## config.mk

```make
export PLATFORM = sky130hd
export DESIGN_NAME = prog_boot_ctrl
export DESIGN_NICKNAME = d
export VERILOG_FILES = /design/src/rtl/prog_boot_pkg.sv /design/src/rtl/prog_boot_asm.sv /design/src/rtl/prog_boot_ctrl.sv
export SDC_FILE = /design/constraint.sdc
export NUM_CORES = 1
export LEC_CHECK = 0
export CAP_MARGIN = 30
export CORE_ASPECT_RATIO = 1.75
export CORE_UTILIZATION = 25
export DETAILED_ROUTE_END_ITERATION = 12
export HOLD_SLACK_MARGIN = 0.12
export PLACE_DENSITY = 0.51
export SYNTH_ARGS = -nofsm -noshare
export SYNTH_HDL_FRONTEND = slang
export SYNTH_HIERARCHICAL = 1
export SYNTH_SLANG_ARGS = --single-unit
```

## constraint.sdc

```tcl
create_clock -name clk_i -period 7.4 [get_ports clk_i]
set_clock_uncertainty 0.05 [all_clocks]
set_input_delay 0.74 -clock clk_i [delete_from_list [all_inputs] [get_ports clk_i]]
set_output_delay 0.74 -clock clk_i [all_outputs]
set_load 0.01 [all_outputs]
```

## src/rtl/prog_boot_pkg.sv

```systemverilog
`default_nettype none
// =============================================================================
// Module      : prog_boot_pkg
// Description : Shared types and constants for the boot-time program loader.
// Revision    : 1.0 - initial release
// =============================================================================
package prog_boot_pkg;

    typedef enum logic [2:0] {
        S_IDLE  = 3'd0,
        S_ADDR  = 3'd1,
        S_LEN   = 3'd2,
        S_DATA  = 3'd3,
        S_WRITE = 3'd4,
        S_CSUM  = 3'd5,
        S_DONE  = 3'd6,
        S_ERR   = 3'd7
    } prog_boot_state_e;

    localparam int         HDR_BYTES  = 8;
    localparam int         WORD_BYTES = 4;
    localparam logic [3:0] BE_ALL     = 4'hF;

endpackage
`default_nettype wire

```

## src/rtl/prog_boot_asm.sv

```systemverilog
`default_nettype none
// =============================================================================
// Module      : prog_boot_asm
// Description : Little-endian byte-to-word assembler; pulses word_valid_o on
//               the 4th accepted byte with the complete word on word_o.
// Revision    : 1.0 - initial release
// =============================================================================
module prog_boot_asm (
    input  logic        clk_i,
    input  logic        rst_i,
    input  logic        clr_i,
    input  logic        byte_valid_i,
    input  logic [7:0]  byte_i,
    output logic [31:0] word_o,
    output logic        word_valid_o
);

    logic [23:0] shift_q, shift_d;
    logic [1:0]  idx_q, idx_d;

    always_comb begin
        shift_d = shift_q;
        idx_d   = idx_q;
        if (clr_i) begin
            shift_d = '0;
            idx_d   = '0;
        end else if (byte_valid_i) begin
            shift_d = {byte_i, shift_q[23:8]};
            idx_d   = idx_q + 2'd1;
        end
    end

    always_ff @(posedge clk_i or posedge rst_i) begin
        if (rst_i) begin
            shift_q <= '0;
            idx_q   <= '0;
        end else begin
            shift_q <= shift_d;
            idx_q   <= idx_d;
        end
    end

    // The 4th byte is forwarded combinationally so the FSM can act on it this cycle.
    assign word_o       = {byte_i, shift_q};
    assign word_valid_o = byte_valid_i & (idx_q == 2'd3);

endmodule
`default_nettype wire

```

## src/rtl/prog_boot_ctrl.sv

```systemverilog
`default_nettype none
// =============================================================================
// Module      : prog_boot_ctrl
// Description : Loads a framed UART byte image into instruction memory, then
//               releases core reset. Define PROG_BOOT_CSUM_EN to require an
//               8-bit checksum trailer byte after the data.
// Revision    : 1.0 - initial release
// =============================================================================
module prog_boot_ctrl
    import prog_boot_pkg::*;
#(
    parameter int AW        = 32,
    parameter int MAX_WORDS = 4096
) (
    input  logic          clk_i,
    input  logic          rst_i,
    input  logic          start_i,
    input  logic          rx_valid_i,
    input  logic [7:0]    rx_data_i,
    output logic          rx_ready_o,
    output logic          mem_req_o,
    input  logic          mem_gnt_i,
    output logic          mem_we_o,
    output logic [AW-1:0] mem_addr_o,
    output logic [31:0]   mem_wdata_o,
    output logic [3:0]    mem_be_o,
    output logic          core_rst_o,
    output logic          busy_o,
    output logic          done_o,
    output logic          err_o
);

    localparam int          RW    = $clog2(MAX_WORDS + 1);
    localparam logic [31:0] MAX_W = 32'(MAX_WORDS);

`ifdef PROG_BOOT_CSUM_EN
    localparam prog_boot_state_e S_TAIL = S_CSUM;
`else
    localparam prog_boot_state_e S_TAIL = S_DONE;
`endif

    prog_boot_state_e state_q, state_d;
    logic [AW-1:0]    addr_q, addr_d;
    logic [31:0]      wdata_q, wdata_d;
    logic [RW-1:0]    remain_q, remain_d;
    logic             err_q, done_q, core_rst_q;

    logic             w_rx_ready, w_rx_fire, w_clr, w_word_valid;
    logic [31:0]      w_word;

    assign w_rx_ready = (state_q == S_ADDR) || (state_q == S_LEN) ||
                        (state_q == S_DATA) || (state_q == S_CSUM);
    assign w_rx_fire  = rx_valid_i & w_rx_ready;
    assign w_clr      = (state_d != state_q);

    prog_boot_asm u_asm (
        .clk_i        (clk_i),
        .rst_i        (rst_i),
        .clr_i        (w_clr),
        .byte_valid_i (w_rx_fire),
        .byte_i       (rx_data_i),
        .word_o       (w_word),
        .word_valid_o (w_word_valid)
    );

`ifdef PROG_BOOT_CSUM_EN
    logic [7:0] sum_q, sum_d;

    always_comb begin
        sum_d = sum_q;
        if (((state_q == S_IDLE) || (state_q == S_ERR)) && start_i) begin
            sum_d = '0;
        end else if ((state_q == S_DATA) && w_rx_fire) begin
            sum_d = sum_q + rx_data_i;
        end
    end

    always_ff @(posedge clk_i or posedge rst_i) begin
        if (rst_i) begin
            sum_q <= '0;
        end else begin
            sum_q <= sum_d;
        end
    end
`endif

    always_comb begin
        state_d  = state_q;
        addr_d   = addr_q;
        wdata_d  = wdata_q;
        remain_d = remain_q;
        case (state_q)
            S_IDLE: if (start_i) state_d = S_ADDR;
            S_ADDR: begin
                if (w_word_valid) begin
                    if (w_word[1:0] != 2'b00) begin
                        state_d = S_ERR;
                    end else begin
                        addr_d  = AW'(w_word);
                        state_d = S_LEN;
                    end
                end
            end
            S_LEN: begin
                if (w_word_valid) begin
                    if (w_word > MAX_W) begin
                        state_d = S_ERR;
                    end else if (w_word == 32'd0) begin
                        state_d = S_TAIL;
                    end else begin
                        remain_d = RW'(w_word);
                        state_d  = S_DATA;
                    end
                end
            end
            S_DATA: begin
                if (w_word_valid) begin
                    wdata_d = w_word;
                    state_d = S_WRITE;
                end
            end
            S_WRITE: begin
                if (mem_gnt_i) begin
                    addr_d   = addr_q + AW'(WORD_BYTES);
                    remain_d = remain_q - RW'(1);
                    state_d  = (remain_q == RW'(1)) ? S_TAIL : S_DATA;
                end
            end
            S_CSUM: begin
`ifdef PROG_BOOT_CSUM_EN
                if (w_rx_fire) begin
                    state_d = ((sum_q + rx_data_i) == 8'h00) ? S_DONE : S_ERR;
                end
`else
                state_d = S_ERR;
`endif
            end
            S_DONE: state_d = S_DONE;
            S_ERR:  if (start_i) state_d = S_ADDR;
            default: state_d = S_IDLE;
        endcase
    end

    // done/core_rst lag DONE entry by one cycle; DONE is terminal so both stay sticky.
    always_ff @(posedge clk_i or posedge rst_i) begin
        if (rst_i) begin
            state_q    <= S_IDLE;
            addr_q     <= '0;
            wdata_q    <= '0;
            remain_q   <= '0;
            err_q      <= 1'b0;
            done_q     <= 1'b0;
            core_rst_q <= 1'b1;
        end else begin
            state_q    <= state_d;
            addr_q     <= addr_d;
            wdata_q    <= wdata_d;
            remain_q   <= remain_d;
            err_q      <= (state_d == S_ERR);
            done_q     <= (state_q == S_DONE);
            core_rst_q <= (state_q != S_DONE);
        end
    end

    assign rx_ready_o  = w_rx_ready;
    assign mem_req_o   = (state_q == S_WRITE);
    assign mem_we_o    = mem_req_o;
    assign mem_addr_o  = addr_q;
    assign mem_wdata_o = wdata_q;
    assign mem_be_o    = BE_ALL;
    assign core_rst_o  = core_rst_q;
    assign busy_o      = !((state_q == S_IDLE) || (state_q == S_DONE) || (state_q == S_ERR));
    assign done_o      = done_q;
    assign err_o       = err_q;

endmodule
`default_nettype wire
```

== Yosys cells after proc, flatten, opt, wreduce, memory -nomap -nowiden ==
Cells that the tools add are included.
Cells by class
  add/subtract/negate cells: 3
  order comparisons: 1
  eq/ne operators: 18
  mux-type cells: 23
  bitwise logic cells: 2
  reduce and logical (&&, ||, !) cells: 16
Operators by type and width (number)
  $mux W32: 3
  $pmux W32 S2: 1
  $mux W13: 4
  $mux W24: 2
  $add A32 B3 Y32 const B: 1
  $gt A32 B13 Y1 const B: 1
  $logic_not A32 Y1: 1
  $mux W3: 9
  $pmux W13 S2: 1
  $pmux W3 S7: 1
  $eq A3 B3 Y1 const B: 5
  $eq A13 B1 Y1 const B: 1
  $sub A13 B1 Y13 const B: 1
  $reduce_bool A2 Y1: 4
  $eq A3 B2 Y1 const B: 2
  $ne A2 B1 Y1 const B: 3
  $ne A2 B2 Y1 const B: 3
  $logic_or A1 B1 Y1: 5
  $reduce_and A5 Y1: 1
  $mux W2: 2
  $reduce_and A4 Y1: 1
  $eq A3 B1 Y1 const B: 1
  $logic_not A3 Y1: 1
  $ne A3 B3 Y1: 1
  other kinds (7): 8
Storage, ports and cells
  bits in registers: 109
  bits of input ports: 13
  output and inout bits: 75
  word-level logic and storage cells: 72

== Logic depth before layout (Yosys ltp) ==
  word-level depth: 10
  depth in mapped cells: 16
  depth with buffers taken out: 11

== Hierarchy ==
Netlist, hierarchy kept.
Modules (own cells, without submodules)
  prog_boot_ctrl: times used 1, cells each 489, area each 4672.0 µm², seq. area each 2078.2 µm²
  prog_boot_asm: times used 1, cells each 95, area each 1158.6 µm², seq. area each 650.6 µm²

== Worst setup path after synthesis ==
No wires, ideal clock.
  kind: register -> register
  start point: register state_q[2]
  end point: register u_asm.shift_q[0]
  library setup time: 0.122 ns
  arrival: 2.785 ns
  required time: 7.228 ns
  path slack: 4.443 ns
  stages on the path, launching flop included: 16
  path buffers: 6
  path through: dfrtp_1 > buf_2 > clkbuf_1 > o21ai_0 > and2_1 > buf_6 > buf_12 > and2_1 > nand2_1 > or3_1 > a31oi_1 > a211oi_1 > nand3_1 > buf_2 > buf_2 > nor2_1
Between the ends
  word-level cells in the longest chain between the ends: 10
  elaborated cells on any way between the ends: 23
  those cells by class: eq/ne (8); mux (7); bitwise (2); reduce/logical (6)
Ends and longest elaborated chain
  start: declaration: line prog_boot_ctrl.sv:42  | prog_boot_state_e state_q, state_d;
  start signal: assignment: line prog_boot_ctrl.sv:155  | state_q <= state_d;
  $eq A3 B1 Y1 or $eq A3 B2 Y1 (tied branches): line prog_boot_ctrl.sv:51  | assign w_rx_ready = (state_q == S_ADDR) || (state_q == S_LEN) ||
  $logic_or A1 B1 Y1 (2 in a row): line prog_boot_ctrl.sv:51
  $logic_or A1 B1 Y1 *: line prog_boot_ctrl.sv:52  | (state_q == S_DATA) || (state_q == S_CSUM);
  net rx_ready_o: line prog_boot_ctrl.sv:20  | output logic rx_ready_o,
  $and A1 B1 Y1 *: line prog_boot_ctrl.sv:53  | assign w_rx_fire = rx_valid_i & w_rx_ready;
  net w_rx_fire: line prog_boot_ctrl.sv:48  | logic w_rx_ready, w_rx_fire, w_clr, w_word_valid;
  $and A1 B1 Y1 *: line prog_boot_asm.sv:45  | assign word_valid_o = byte_valid_i & (idx_q == 2'd3);
  net w_word_valid: line prog_boot_ctrl.sv:48
  $mux W3, on equally long branches: line prog_boot_ctrl.sv:117, prog_boot_ctrl.sv:95, prog_boot_ctrl.sv:105
  $pmux W3 S7 *: line prog_boot_ctrl.sv:92  | case (state_q)
  $ne A3 B3 Y1 *: line prog_boot_ctrl.sv:54  | assign w_clr = (state_d != state_q);
  net w_clr: line prog_boot_ctrl.sv:48
  $mux W24 or $reduce_bool A2 Y1 (tied branches)
  end signal: assignment: line prog_boot_asm.sv:38  | shift_q <= shift_d;
  end: declaration: line prog_boot_asm.sv:18  | logic [23:0] shift_q, shift_d;
Mark *: on every way through the listed nets, which the timed path passes. The rest lies on a longest branch.
A chain may end at the register's enable or synchronous reset.

== Worst setup path in the final report ==
  start point: register state_q[2]
  end point: output mem_we_o
Between the ends
  word-level cells in the longest chain between the ends: 1
Ends and longest elaborated chain
  $eq A3 B3 Y1: line prog_boot_ctrl.sv:166  | assign mem_req_o = (state_q == S_WRITE);
  end: declaration: line prog_boot_ctrl.sv:23  | output logic mem_we_o,
Every way passes these cells.

==> summary.md <==
| Metric | Value |
|---|---|
| FF-to-FF Start | `state_q[1]` |
| Share of cells above drive strength 1 | `0.1186` |
| Clock slew seen by the registers of the worst setup and hold paths | `70 ps` |
| DIE HEIGHT | `204.0 um` |
| Via density | `5.080` |
| Critical path required time | `6610 ps` |
| CP max FO | `52` |
| TritonRoute pass-1 iters | `5` |
| Measured slew at the worst slew-check pin | `976.9 ps` |
| # nets final | `654` |
| Final setup viols | `0` |
| Total of max-cap violations | `0` |
| Max clock buf depth | `2` |
| Area share of the largest cell type after synthesis | `0.4635` |
| Syn avg cell area | `9.984 um2` |
| I/O Buffers | `83` |
| Dpl cell area | `0.006824 mm2` |
| Die ar. | `0.02396 mm2` |
| Routed WL | `18.30 mm` |
| Crit. Startpoint | `state_q[2]` |
| Tot GR Track Use | `0.1571` |
| I/O Pins | `88` |
| Post-synthesis register bit count | `109` |
| Library cells used by synthesis | `74` |
| Fin. Hold Viols | `0` |
| Vias in the first global route | `4690` |
| Post-Syn Area | `0.005831 mm2` |
| Ant diodes | `0` |
| Top post-synthesis cells by area | `dfrtp_1, mux2_2, mux2i_1` |
| CTS buffer count | `9` |
| Post-CTS Hold Fix Bufs | `0` |
| Core area | `0.02283 mm2` |
| Worst VDD drop | `0.0001254 V` |
| Final worst setup slack | `3505 ps` |
| Setup WS pre-CTS | `3581 ps` |
| Crit Path Class | `reg -> out` |
| Ys Warns | `6` |
| Final worst-path cycle share | `0.5264` |
| RSZ-0062 raised after global routing | `no` |
| # clock sinks | `109` |
| Setup bufs post-CTS | `0` |
| Placer Congestion | `0.8082` |
| First-pass GRT wire length | `28.70 mm` |
| Min-Delay Startpoint | `mem_addr_o[1]` |
| Root Driver | `clkbuf_16` |
| Row count | `73` |
| Leak pwr | `2.982 nW` |
| Crit path arrival time | `3110 ps` |
| Fmax | `256.7 MHz` |
| Tightest Hold Check Type | `reg -> reg` |
| Post-cts resize count | `0` |
| Iter 0 DRT Violations | `218` |
| Antenna violations before repair | `0` |
| Number of synthesized flops with an enable pin | `0` |
| Seq/Total Area, Yosys | `0.4680` |
| Crit start category | `flip-flop` |
| Setup tns final | `0 ps` |
| DR vias | `4780` |
| Slew Limit Headroom | `0.3488` |
| Largest net degree at the start of global routing | `53` |
| CP Capture Type | `primary output` |
| Asr flop ratio synth | `1.000` |
| Residual DRC count | `0` |
| PwrDens | `372.8 mW/mm2` |
| Avg WL per Cell | `19.44 um` |
| Die X | `117.4 um` |
| Starting density of the core | `0.2553` |
| Post-DRT Antenna Nets | `0` |
| Main flop type after synthesis | `dfrtp_1` |
| Slew Limit Fails | `0` |
| Most area-hungry cell type in the Yosys netlist | `dfrtp_1` |
| Final critical-path required period | `3895 ps` |
| Area growth, synth to finish | `22.58%` |
| Clock Latency Late Sink | `360 ps` |
| Post-Syn Instances | `584` |
| Post-DP HPWL | `13.15 mm` |
| Final Cell Area | `0.007147 mm2` |
| Total grt overflow | `0` |
| TritonCTS clock tree | `done` |
| Run status | `finished clean` |
| H-tree Lvls | `3` |
==> sequential cells by signal (all words and copies together) (netlist names) <==
name and count:
mem_wdata_o 32, core_rst_o 1, state_q 3, err_o 1, u_asm/idx_q 2, done_o 1, remain_q 13, u_asm/shift_q 24
mem_addr_o 32
==> logic make-up after synthesis <==
logic type	count (synthesis)	share of synthesized area
buffers and inverters	63	0.06073
muxes	66	0.1204
and+or+nand+nor	206	0.1856
adders and majority gates	4	0.008584
other	1	0.0006432
xor gates and xnor gates	1	0.001502
DFF	109	0.4680
AOI/OAI and AO/OA	134	0.1545
==> stage by stage <==
step                instances  utilization  hold slack [ps]  power, mW
floorplan                 587            -            423.3      1.652
global placement          924       0.2970            423.2      2.122
detailed placement        926       0.2988            428.7      2.150
CTS                       941       0.3130            445.8      2.697
global route              941       0.3130            474.8      2.833
finish                    941       0.3130            444.2      2.665
==> power breakdown <==
part           internal [mW]  total, mW  switching, mW
clock                  0.306      0.538          0.233
sequential             0.804       1.11          0.302
combinational          0.541       1.02          0.479
==> critical path: stages (launching register included) <==
cell             delay [ps]
dfrtp_1                 670
or3b_1                  390
buf_4                   250
inv_2                   730
clkdlybuf4s50_1         690
==> worst paths after layout <==
check                      cells after the start  slack, ps               end
setup / recovery                               4       3500          mem_we_o
hold / removal                                 1        440     mem_addr_o[1]
setup reg to reg                              10       3680       remain_q[7]
hold reg to reg                                1        440     mem_addr_o[1]
max in group asynchronous                      3       5390     mem_addr_o[1]
min in group asynchronous                      2        650  u_asm/shift_q[4]
==> placed cells by master (no fill, tap or decap), types with 3 or more instances in the layout <==
| cell type | instances |
|---|---|
| or3_1 | 4 |
| nor4_1 | 10 |
| nand3_1 | 12 |
| mux2i_1 | 33 |
| or2_1 | 3 |
| a21boi_1 | 3 |
| clkbuf_16 | 9 |
| nor3_1 | 17 |
| and4_1 | 7 |
| a31oi_1 | 15 |
| ha_1 | 4 |
| dfrtp_1 | 108 |
| o21ai_0 | 21 |
| a21oi_1 | 35 |
| a32oi_1 | 10 |
| nand2_1 | 46 |
| or4_1 | 6 |
| inv_1 | 9 |
| conb_1 | 4 |
| o22ai_1 | 6 |
| a22oi_1 | 5 |
| and2_1 | 6 |
| o22a_1 | 10 |
| buf_4 | 6 |
| clkdlybuf4s50_1 | 83 |
| nand4_1 | 3 |
| nor2_1 | 63 |
| nor4_2 | 3 |
| and3_1 | 8 |
| o21ai_1 | 3 |
| mux2_2 | 32 |
==> layout make-up <==
class	count	area, um2
Clock buffer	10	239.0
Multi-Input combinational cell	415	2759
Fill cell	2433	15690
Tap cell	300	375.4
Inverter	11	42.54
Timing Repair Buffer	91	918.4
Clock inverter	5	83.83
Sequential cell	109	2729
==> Yosys cell counts, types with 12 or more instances <==
cell type,instances
a31oi_1,15
mux2i_1,33
clkbuf_1,15
nand2_1,46
buf_2,17
buf_4,13
nor3_1,17
nand3_1,12
a21oi_1,35
dfrtp_1,108
mux2_2,32
o21ai_0,21
nor2_1,63
==> per-layer routing <==
layer | global-route usage | vias to the layer above | share of wire
met5 | 0 | - | 0
met4 | 0.08488 | 0 | 0.042
met3 | 0.01842 | 33 | 0.026
met2 | 0.2813 | 120 | 0.53
met1 | 0.1817 | 2390 | 0.40
li1 | - | 2237 | -
Power figures use the tool's default switching activity.
